<file path="src/rtl/score_sched_pkg.sv">
// Shared widths, FSM state type and score clamp helper for the score CPU scheduler.
package score_sched_pkg;

    localparam int unsigned VAR_W     = 4;
    localparam int unsigned COORD_W   = 11;
    localparam int unsigned SCORE_W   = 10;
    localparam int unsigned SCORE_MAX = 999;
    localparam int unsigned ID_W      = 3;

    typedef enum logic [1:0] {
        ST_IDLE  = 2'd0,
        ST_CLEAR = 2'd1,
        ST_RUN   = 2'd2,
        ST_DONE  = 2'd3
    } sched_state_e;

    function automatic logic [SCORE_W-1:0] clamp_score(input logic [SCORE_W-1:0] s);
        return (s > SCORE_W'(SCORE_MAX)) ? SCORE_W'(SCORE_MAX) : s;
    endfunction

endpackage

</file>
<file path="src/rtl/score_cpu_scheduler_rr_arbiter.sv">
// Combinational round-robin pick: search starts one past the last grant and wraps.
module rr_arbiter
    import score_sched_pkg::*;
#(
    parameter int unsigned NUM_REQ = 2
) (
    input  logic [NUM_REQ-1:0] i_req,
    input  logic [ID_W-1:0]    i_last_grant,
    output logic               o_grant_valid,
    output logic [ID_W-1:0]    o_grant_id
);

    // Walk the farthest candidate first so the nearest requester wins.
    always_comb begin
        o_grant_valid = 1'b0;
        o_grant_id    = '0;
        for (int unsigned k = NUM_REQ; k >= 1; k--) begin
            if (i_req[(32'(i_last_grant) + k) % NUM_REQ]) begin
                o_grant_valid = 1'b1;
                o_grant_id    = ID_W'((32'(i_last_grant) + k) % NUM_REQ);
            end
        end
    end

endmodule

</file>
<file path="src/rtl/score_cpu_scheduler.sv">
// Time-shares one score CPU between NUM_REQ requesters: reset, run window, capture, ack.
// Optional macro SCORE_CLAMP_EN limits the captured score to SCORE_MAX.
module score_cpu_scheduler
    import score_sched_pkg::*;
#(
    parameter int unsigned NUM_REQ    = 2,
    parameter int unsigned RST_CYCLES = 2,
    parameter int unsigned RUN_CYCLES = 64
) (
    input  logic                          clk,
    input  logic                          reset,
    input  logic [NUM_REQ-1:0]            req,
    input  logic [VAR_W*NUM_REQ-1:0]      req_var,
    input  logic [COORD_W*NUM_REQ-1:0]    req_rx,
    input  logic [COORD_W*NUM_REQ-1:0]    req_ry,
    input  logic [SCORE_W*NUM_REQ-1:0]    req_score,
    output logic [NUM_REQ-1:0]            ack,
    output logic [ID_W-1:0]               rsp_id,
    output logic [SCORE_W-1:0]            rsp_score,
    output logic [COORD_W-1:0]            rsp_offset_x,
    output logic [COORD_W-1:0]            rsp_offset_y,
    output logic                          busy,
    output logic                          cpu_reset,
    output logic [VAR_W-1:0]              cpu_var,
    output logic [COORD_W-1:0]            cpu_rx,
    output logic [COORD_W-1:0]            cpu_ry,
    output logic [SCORE_W-1:0]            cpu_cur_score,
    input  logic [SCORE_W-1:0]            cpu_score,
    input  logic [COORD_W-1:0]            cpu_offset_x,
    input  logic [COORD_W-1:0]            cpu_offset_y
);

    localparam int unsigned CNT_MAX = (RST_CYCLES > RUN_CYCLES) ? RST_CYCLES : RUN_CYCLES;
    localparam int unsigned CNT_W   = $clog2(CNT_MAX + 1);

    sched_state_e         r_state;
    logic [CNT_W-1:0]     r_cnt;
    logic [ID_W-1:0]      r_last_grant;
    logic [NUM_REQ-1:0]   r_ack;
    logic [ID_W-1:0]      r_rsp_id;
    logic [SCORE_W-1:0]   r_rsp_score;
    logic [COORD_W-1:0]   r_rsp_offset_x;
    logic [COORD_W-1:0]   r_rsp_offset_y;
    logic                 r_busy;
    logic                 r_cpu_reset;
    logic [VAR_W-1:0]     r_cpu_var;
    logic [COORD_W-1:0]   r_cpu_rx;
    logic [COORD_W-1:0]   r_cpu_ry;
    logic [SCORE_W-1:0]   r_cpu_cur_score;

    logic                 w_grant_valid;
    logic [ID_W-1:0]      w_grant_id;
    logic [SCORE_W-1:0]   w_cap_score;

    rr_arbiter #(
        .NUM_REQ (NUM_REQ)
    ) u_arb (
        .i_req         (req),
        .i_last_grant  (r_last_grant),
        .o_grant_valid (w_grant_valid),
        .o_grant_id    (w_grant_id)
    );

`ifdef SCORE_CLAMP_EN
    assign w_cap_score = clamp_score(cpu_score);
`else
    assign w_cap_score = cpu_score;
`endif

    // Job sequencer; the counter is shared by CLEAR and RUN and restarts at each phase.
    always_ff @(posedge clk or posedge reset) begin
        if (reset) begin
            r_state         <= ST_IDLE;
            r_cnt           <= '0;
            r_last_grant    <= ID_W'(NUM_REQ - 1);
            r_ack           <= '0;
            r_rsp_id        <= '0;
            r_rsp_score     <= '0;
            r_rsp_offset_x  <= '0;
            r_rsp_offset_y  <= '0;
            r_busy          <= 1'b0;
            r_cpu_reset     <= 1'b1;
            r_cpu_var       <= '0;
            r_cpu_rx        <= '0;
            r_cpu_ry        <= '0;
            r_cpu_cur_score <= '0;
        end else begin
            r_ack <= '0;
            case (r_state)
                ST_IDLE: begin
                    if (w_grant_valid) begin
                        r_cpu_var       <= req_var[int'(w_grant_id)*VAR_W +: VAR_W];
                        r_cpu_rx        <= req_rx[int'(w_grant_id)*COORD_W +: COORD_W];
                        r_cpu_ry        <= req_ry[int'(w_grant_id)*COORD_W +: COORD_W];
                        r_cpu_cur_score <= req_score[int'(w_grant_id)*SCORE_W +: SCORE_W];
                        r_rsp_id        <= w_grant_id;
                        r_last_grant    <= w_grant_id;
                        r_busy          <= 1'b1;
                        r_cnt           <= '0;
                        r_state         <= ST_CLEAR;
                    end
                end
                ST_CLEAR: begin
                    if (r_cnt == CNT_W'(RST_CYCLES - 1)) begin
                        r_cnt       <= '0;
                        r_cpu_reset <= 1'b0;
                        r_state     <= ST_RUN;
                    end else begin
                        r_cnt <= r_cnt + CNT_W'(1);
                    end
                end
                ST_RUN: begin
                    if (r_cnt == CNT_W'(RUN_CYCLES - 1)) begin
                        r_cnt          <= '0;
                        r_rsp_score    <= w_cap_score;
                        r_rsp_offset_x <= cpu_offset_x;
                        r_rsp_offset_y <= cpu_offset_y;
                        r_ack          <= NUM_REQ'(1) << r_rsp_id;
                        r_cpu_reset    <= 1'b1;
                        r_state        <= ST_DONE;
                    end else begin
                        r_cnt <= r_cnt + CNT_W'(1);
                    end
                end
                ST_DONE: begin
                    r_busy  <= 1'b0;
                    r_state <= ST_IDLE;
                end
                default: begin
                    r_state <= ST_IDLE;
                end
            endcase
        end
    end

    assign ack           = r_ack;
    assign rsp_id        = r_rsp_id;
    assign rsp_score     = r_rsp_score;
    assign rsp_offset_x  = r_rsp_offset_x;
    assign rsp_offset_y  = r_rsp_offset_y;
    assign busy          = r_busy;
    assign cpu_reset     = r_cpu_reset;
    assign cpu_var       = r_cpu_var;
    assign cpu_rx        = r_cpu_rx;
    assign cpu_ry        = r_cpu_ry;
    assign cpu_cur_score = r_cpu_cur_score;

endmodule

</file>
<file path="config.mk">
export PLATFORM = sky130hd
export DESIGN_NAME = score_cpu_scheduler
export DESIGN_NICKNAME = d
export VERILOG_FILES = /design/src/rtl/score_sched_pkg.sv /design/src/rtl/score_cpu_scheduler_rr_arbiter.sv /design/src/rtl/score_cpu_scheduler.sv
export SDC_FILE = /design/constraint.sdc
export NUM_CORES = 1
export LEC_CHECK = 0
export BUFFER_PORTS_ARGS = -buffer_cell sky130_fd_sc_hd__buf_2
export CORE_MARGIN = 2
export CORE_UTILIZATION = 46
export DETAILED_ROUTE_END_ITERATION = 8
export PLACE_DENSITY = 0.89
export SKIP_CTS_REPAIR_TIMING = 1
export SYNTH_ARGS = -nofsm -noshare
export SYNTH_HDL_FRONTEND = slang
export SYNTH_SLANG_ARGS = --single-unit
</file>
<file path="constraint.sdc">
create_clock -name clk -period 3.1 [get_ports clk]
set_input_delay 0.31 -clock clk [delete_from_list [all_inputs] [get_ports clk]]
set_output_delay 0.31 -clock clk [all_outputs]
set_load 0.01 [all_outputs]
</file>
==> results.txt, run 1 <==
* Count of flip-flops with a built-in enable after synthesis: 0
- The routed layout has between 2000 and 3000 vias.
- Clock buffer depth: 2
- Number of failing setup endpoints in the final timing report: 0
* Worst Hold Depth: 2
* Clock skew after layout: between 0.015 and 0.02 ns
- The run finished with clean final reports.
- Post-Route Hold Slack: 0.1781 ns
- Count of port buffers added during placement: 180
- In this run the remaining antenna-violating nets after routing total 0.
* Crit share post-route: 0.6955
* Starting utilization of the core area: 0.4692
- The via count of the first global-routing pass was between 2000 and 3000.
- Leakage power: 0.002742 uW
- The worst pin sits at a relative slew slack of 0.3043.
- Area of the mapped netlist: around 3800 um2
* Crit start category: flop
* Clock power share: 0.356
* Switching Power: approximately 530 uW
* Mean cell area of the mapped netlist: about 12 um2
- Count of inserted antenna diode cells: 0
- The share of total power dissipated in sequential elements is 0.544.
- Clock tree synthesis found a total of 83 sinks.
* Fraction of power consumed by combinational cells: 0.100
- Most common cell after layout, fill and taps aside: buf_2
- Largest area contributor in the synthesized netlist: dfrtp_1
- Yosys top cell area share: 0.5338
- Final-report hold violation count: 0
- Maximum cell stage delay along the critical path: around 0.75 ns
- Of the total power, the share spent switching nets is 0.2574.
- Top post-synthesis cells by area: dfrtp_1 53%, mux2_4 12%, mux2i_1 9.8%, o21ai_0 5.3%, nand2_1 3.9%
* Root Driver: clkbuf_8
* Worst setup path class: reg2reg
- The path class of the tightest hold or removal check is in2reg.
- The critical path runs through a total of 5 cells.
* Clock-pin slew reported for the worst setup and hold paths after clock tree synthesis: roughly 0.1 ns
- The worst register-to-register path has a depth of 5.
- Number of rows created at floorplan: 33
- Ratio of cells with drive above 1 in the final layout: 0.5000
- Cell area after layout: around 5000 um2
- CP cell instances: ha_1 > nand2b_1 > nor2_2 > nand2_2 > mux2_2
- Net count of the finished layout: 600
- Post-synth top flop: dfrtp_1
- Crit end category: flop
- WP data required: between 3 and 4 ns
* Final core area utilization: 0.6126
- Static timing analysis puts the maximum clock frequency at ~460 MHz.
* Antenna violations before repair: 0
* RSZ-0062 raised after global routing: no
- Number of flip-flops and latches in the synthesized netlist: between 80 and 90
- The die covers 8998 um2.
- Counting both buffers and inverters, the worst setup path holds a total of 0.
- Overall Global Routing Usage: 0.1917
* Last weighted congestion value of the routability-driven placer: approximately 0.81
- Measured slew at the worst slew-check pin: roughly 1.0 ns
- The H-tree generated during clock tree synthesis spans 3 levels.
- Time the final worst path needs with I/O delays and setup: around 2.2 ns
- The total area inside the core boundary comes to 8093 um2.
* Total congestion overflow: 0
* Post-synthesis to final-layout area growth: 30.54%
- Commonest non-fill, non-tap cells in the layout: 180 x buf_2, 81 x dfrtp_1, 39 x nand2_1, 39 x o21ai_0, 37 x mux2i_1
* Top cell family by delay on the critical path: simple AND/OR/NAND/NOR gates
* Placed instance area: 4765 um2
- Die extent in x: roughly 95 um
- Yosys Warn Count: 0
- The slowest stage of the critical path is the nand2_2 cell.
* Place WS: 0.9818 ns
- Entering global routing, the biggest net connects 44 pins.
- First-pass GRT wire length: between 10000 and 15000 um
- Number of search-and-repair iterations in the first detailed-routing pass: 4
- TritonCTS clock tree: done
- Dividing total power by cell area gives a power density of approximately 410 nW/um2.
- Final max-slew violation count: 0
- In the routed design, unresolved DRC markers number 0.
- In the final routed layout, each cell accounts on average for 14.86 um.
- The die is ~95 um tall.
- Post-Syn Instances: about 310
- IR analysis of the VDD net gives a maximum drop of between 0.2 and 0.25 mV.
- Clk Latency, worst-skew pair: around 0.35 ns
* Drt initial violations: 41
- For this design the top-level I/O count stands at around 180.
- Fraction of registers with async set or reset after synthesis: 1.000
* Final critical-path setup slack: around 0.94 ns
- After filler insertion, the fill cell instance count of the layout stands at 666.
* Unique cell type count in the Yosys netlist: 35
* Total clock buffers created by CTS: 9
- Across the run, the number of max-cap violations was 0.
- Summed over all failing endpoints, the final setup total negative slack is 0 ns.
* Arrival time of the worst setup path: 2.38 ns
* Routed Wire Length: 8844 um
* Internal: between 1500 and 2000 uW
- Sequential share of the synthesized area: 0.5476
- Mean number of vias per cell: 4.918
- Once detailed placement completed, the half-perimeter wirelength came to ~7000 um.
- Max Fanout on Critical Path: 33
-- cell type report --
| type | count | area [um2] | share of cell area |
|---|---|---|---|
| clock inverter | 7 | 58.81 | 0.01186 |
| tap | 105 | 131.4 | 0.02650 |
| multi-input combinational | 202 | 1607 | 0.3241 |
| timing repair buffer | 185 | 940.9 | 0.1898 |
| inverter | 4 | 16.27 | 0.003281 |
| clock buffer | 9 | 123.9 | 0.02499 |
| sequential | 83 | 2079 | 0.4195 |
-- stage by stage --
step                      std cells  power, uW
after floorplan                 306       1236
after global placement          578       1335
after detailed placement        578       1345
after CTS                       594       2072
after global routing            595       2139
final                           595       2049
-- cells in the mapped netlist, types with 3 or more instances --
cell type	count
inv_1	4
mux2_4	30
mux2i_1	37
o21ai_0	40
buf_6	6
xnor2_1	5
nand2_1	39
clkbuf_1	6
nor2_1	7
mux2_2	3
ha_1	7
dfrtp_1	81
a21oi_1	9
buf_4	3
-- logic make-up (layout without fill, tap and decap cells) --
kind of cell	after synthesis	after routing	share of synthesized area
flops	83	83	0.5476
mux	70	70	0.2250
simple gates	62	62	0.07546
compound gates	56	56	0.08007
buf+inv	21	205	0.03624
fa+ha+maj	7	7	0.02306
xor+xnor	5	5	0.01153
other cells	1	2	0.0009875
-- worst register-to-register path: cells and delay by family, from the launching register on --
| kind | cells | cell delay (ns) |
|---|---|---|
| fa+ha+maj | 1 | 0.24 |
| flops | 1 | 0.45 |
| mux | 1 | 0.44 |
| simple gates | 3 | 0.93 |
-- worst paths after layout --
path,start,endpoint,slack [ns]
max in group asynchronous,reset,cpu_reset$_DFFE_PP1P_,1.87
min reg2reg,cpu_cur_score[6]$_DFFE_PP0P_,cpu_cur_score[6]$_DFFE_PP0P_,0.49
max reg2reg,r_cnt[0]$_DFFE_PP0P_,rsp_score[1]$_DFFE_PP0P_,0.94
min in group asynchronous,reset,rsp_id[0]$_DFFE_PP0P_,0.48
max,r_cnt[0]$_DFFE_PP0P_,rsp_score[1]$_DFFE_PP0P_,0.94
min,cpu_offset_y[6],rsp_offset_y[6]$_DFFE_PP0P_,0.18
-- per-layer routing --
| layer | vias up | wire, um | GRT usage |
|---|---|---|---|
| met5 | - | 0 | 0 |
| met3 | 8 | 600 | 0.04709 |
| li1 | 1411 | - | - |
| met1 | 1397 | 3650 | 0.2308 |
| met2 | 110 | 4515 | 0.3339 |
| met4 | 0 | 78 | 0.06763 |
-- flip-flops by register name, indices dropped and copies added, names as in the netlist, 2 cells and up --
name	flops
cpu_var	4
r_cnt	7
cpu_rx	11
rsp_score	10
cpu_cur_score	10
r_state	2
rsp_offset_x	11
cpu_ry	11
rsp_offset_y	11
ack	2
-- power groups by stage --
stage	clock network (uW)	registers, uW	logic, uW
2_1_floorplan	0	1150	90.4
3_3_place_gp	0	1140	199
3_5_place_dp	0	1140	208
4_1_cts	748	1120	208
5_1_grt	795	1120	226
6_report	729	1120	205
Power figures use the tool's default switching activity.
==> run 2: changes to the inputs <==
--- a/config.mk
+++ b/config.mk
@@ -5,11 +5,12 @@
 export SDC_FILE = /design/constraint.sdc
 export NUM_CORES = 1
 export LEC_CHECK = 0
+export ABC_AREA = 1
 export BUFFER_PORTS_ARGS = -buffer_cell sky130_fd_sc_hd__buf_2
 export CORE_MARGIN = 2
-export CORE_UTILIZATION = 46
+export CORE_UTILIZATION = 47
 export DETAILED_ROUTE_END_ITERATION = 8
-export PLACE_DENSITY = 0.89
+export PLACE_DENSITY = 0.9
 export SKIP_CTS_REPAIR_TIMING = 1
 export SYNTH_ARGS = -nofsm -noshare
 export SYNTH_HDL_FRONTEND = slang
==> constraint.sdc (replaced) <==
create_clock -name clk -period 2.05 [get_ports clk]
set_input_delay 0.205 -clock clk [delete_from_list [all_inputs] [get_ports clk]]
set_output_delay 0.205 -clock clk [all_outputs]
set_load 0.01 [all_outputs]
==> results.txt, run 2 <==
- Number of buffer and inverter stages on the critical path: 2 (+2)
- The number of register bits inferred by synthesis was 83 (unchanged).
* Final core area utilization: 0.6260 (+0.01345)
* Top post-synthesis cells by area: dfrtp_1 52%, nand2_1 13%, a31oi_1 5.8%, nor2_1 4.7%, inv_1 4.5%
- Count of flip-flops with a built-in enable after synthesis: 0 (unchanged)
* Total clock buffers created by CTS: 9 (unchanged)
* Maximum resistive drop on vdd: 0.6907 mV (+230%)
* Core region area: 8093 um2 (unchanged)
* Mean cell area of the mapped netlist: 8.514 um2 (-32%)
- The final cell count without fillers came to 740 (+24%).
- The sequential group share of total power is 0.399 (-0.145).
- The worst setup slack after placement was 0.3127 ns (-0.6691 ns).
- Count of port buffers added during placement: 180 (unchanged)
* RSZ-0062 raised after global routing: no
- IO Count: 183 (unchanged)
* Via total after detailed routing: 3602 (+23%)
- Top cell family by delay on the critical path: simple AND/OR/NAND/NOR gates
* Crit end category: flop
- The peak fanout along the critical path is 7 (-79%).
- Final max-slew violation count: 0 (unchanged)
- The first-pass GRT wire length came to 14570 um (+9.3%).
- The number of hold violations in the final report came to 0 (unchanged).
- Area of the mapped netlist: 3882 um2 (+2.2%)
* Clock buffer depth: 2 (unchanged)
- Type of the most critical hold path: in2reg
- Power density normalized to cell area: 1156 nW/um2 (+180%)
- TritonCTS clock tree: done
- The residual antenna-violating net count after detailed routing was 0 (unchanged).
* Post-Syn Instances: 456 (+50%)
- The number of cell rows is 33 (unchanged).
* Number of failing setup endpoints in the final timing report: 0 (unchanged)
* Routed Wire Length: 9587 um (+8.4%)
- Sequential share of the synthesized area: 0.5356 (-0.01200)
- Leakage power: 0.002679 uW (-2.3%)
- The cell internal power dissipation was 3657 uW (+140%).
- Reg-to-reg setup timing slack: 0.30 ns (-0.65 ns)
* Overall Global Routing Usage: 0.2040 (+0.01236)
- Last weighted congestion value of the routability-driven placer: 0.8883 (+10%)
* Fill cell instance count of the final layout: 694 (+4.2%)
- The relative contribution of the clock network to total power is 0.223 (-0.133).
- The delay of the slowest cell on the worst path is 0.40 ns (-0.35 ns).
- Switching Power: 2197 uW (+320%)
- The biggest area contributor in the post-synthesis netlist is dfrtp_1.
* WP data required: 2.26 ns (-1.07 ns)
- Worst setup path class: reg2reg
* Antenna violations before repair: 0 (unchanged)
* Ratio of cells with drive above 1 in the final layout: 0.3606 (-0.1394)
- Die H: 94.89 um (about the same)
* Average wire per standard cell: 12.96 um (-13%)
* Leading post-synthesis cells by instance count: 138 x nand2_1, 81 x dfrtp_1, 49 x nor2_1, 47 x inv_1, 36 x a31oi_1
- The fraction of the cycle the final worst path needs was 0.8546 (+0.1591).
* Post-synth top flop: dfrtp_1
- Sink count of the clock tree: 83 (unchanged)
* Count of inserted antenna diode cells: 0 (unchanged)
- Clock-pin slew reported for the worst setup and hold paths after clock tree synthesis: 0.08 ns (-0.02 ns)
* Final critical-path setup slack: 0.2980 ns (-0.6459 ns)
- Htree depth: 3 (unchanged)
- The total half-perimeter wirelength after legalization and detailed placement is 7109 um (+4.1%).
- Most common cell after layout, fill and taps aside: buf_2
- Crit start category: flop
- The cell count after placement is 723 (+25%).
- The worst clock skew on the final layout was 0.01574 ns (+0.0001496 ns).
* Clk Latency, worst-skew pair: 0.35 ns (about the same)
- DRC errors left: 0 (unchanged)
- Die area: 9003 um2 (about the same)
* Slowest stage cell on the critical path: dfrtp_1
- The largest net degree at the start of global routing came to 84 (+91%).
* Net count of the finished layout: 745 (+24%)
- The number of max-cap violations is 0 (unchanged).
- Post-synthesis to final-layout area growth: 30.49% (about the same)
- The die span in x is 94.89 um (about the same).
* Outcome: finished clean
- Post-Route Hold Slack: 0.08529 ns (-0.09280 ns)
- Measured slew at the worst slew-check pin: 0.5804 ns (-0.4594 ns)
- Mean number of vias per cell: 4.868 (-1.0%)
* Arrival time of the worst setup path: 1.96 ns (-0.42 ns)
* Yosys top cell area share: 0.5221 (-0.01170)
- The starting utilization of the core area is 0.4797 (+0.01051).
- The combinational share of power is 0.378 (+0.278).
* Yosys Warn Count: 0 (unchanged)
- In the layout the commonest cells are 180 x buf_2, 138 x nand2_1, 81 x dfrtp_1.
- Drt initial violations: 148 (+260%)
- Root Driver: clkbuf_8
- The worst max-slew margin expressed relative to the limit came to 0.6125 (+0.3082).
- The time the worst path needs with I/O delays and setup came to 1.752 ns (-0.4041 ns).
- The critical path goes through inv_1 > ha_1 > or2_1 > nand2_2 > inv_2 > nand3_1 > o21ai_0.
- The total global routing overflow came to 0 (unchanged).
- Total negative slack: 0 ns (unchanged)
* Unique cell type count in the Yosys netlist: 28 (-20%)
* Library cell with the highest instance count after synthesis: nand2_1
- Highest attainable clock frequency: 570.8 MHz (+23%)
- The post-synthesis async set-or-reset flop share came to 1.000 (unchanged).
* Number of search-and-repair iterations in the first detailed-routing pass: 4 (unchanged)
- Number of global-route vias before repair: 3173 (+12%)
- Proportion of total power due to net switching: 0.3754 (+0.1179)
==> run 2: cell types whose count changed after synthesis, sizes merged, moves of 10 or more <==
cell   previous run  this run
nand2            40       141
inv               4        51
nor2              8        51
mux2i            37         0
a31oi             1        36
mux2             33         0
buf              11        23
nand3             3        13
==> run 2: cell families (layout without fill, tap and decap cells) <==
group	Yosys count	after routing	synth area share
AOI/OAI and AO/OA	76	76	0.1241
xor gates and xnor gates	1	1	0.002256
buffers and inverters	75	253	0.09217
DFF	83	83	0.5356
and+or+nand+nor	213	213	0.2224
other	1	2	0.0009659
adders and majority gates	7	7	0.02256
==> run 2: path summary, 6_finish.rpt <==
| path | start | depth (start not counted) | end |
|---|---|---|---|
| max | r_state[0]$_DFFE_PP0P_ | 7 | r_cnt[4]$_DFFE_PP0P_ |
| min | cpu_offset_x[5] | 3 | rsp_offset_x[5]$_DFFE_PP0P_ |
| max reg2reg | r_state[0]$_DFFE_PP0P_ | 7 | r_cnt[4]$_DFFE_PP0P_ |
| min reg2reg | cpu_reset$_DFFE_PP1P_ | 2 | cpu_reset$_DFFE_PP1P_ |
| max in group asynchronous | reset | 4 | cpu_reset$_DFFE_PP1P_ |
| min in group asynchronous | reset | 4 | rsp_offset_y[6]$_DFFE_PP0P_ |
==> run 2: metrics by stage <==
stage / instance area (um2) / power, uW
6_report: 5066 / 5854
3_3_place_gp: 4831 / 4455
5_1_grt: 5066 / 6294
3_5_place_dp: 4831 / 4579
4_1_cts: 5056 / 5889
2_1_floorplan: 3890 / 3797
==> run 2: layer usage <==
layer	up-vias	share of wire	GRT usage
li1	1792	-	-
met1	1663	0.41	0.2536
met2	131	0.50	0.3463
met3	16	0.072	0.05746
met4	0	0.017	0.06039
met5	-	0	0
==> run 2: power groups by stage <==
stage               Combinational [uW]  Sequential [uW]  Clock, uW
finish                            2210             2340       1310
global route                      2490             2390       1410
CTS                               2220             2330       1340
detailed placement                2220             2360          0
global placement                  2130             2330          0
floorplan                         1280             2510          0
==> run 2: layout make-up <==
class                   instances  area, um2  area share
flip-flops and latches         83       2079      0.4105
multi-input cells             299       1449      0.2860
repair buffers                186      985.9      0.1946
inverters                      51      195.2     0.03853
clock buffers                  11      141.4     0.02791
well taps                     105      131.4     0.02593
clock inverters                 5      83.83     0.01655
==> run 2: tightest hold or removal path, delay by kind of cell <==
kind	cells	cell delay (ns)
buf+inv	2	0.13
compound gates	1	0.06
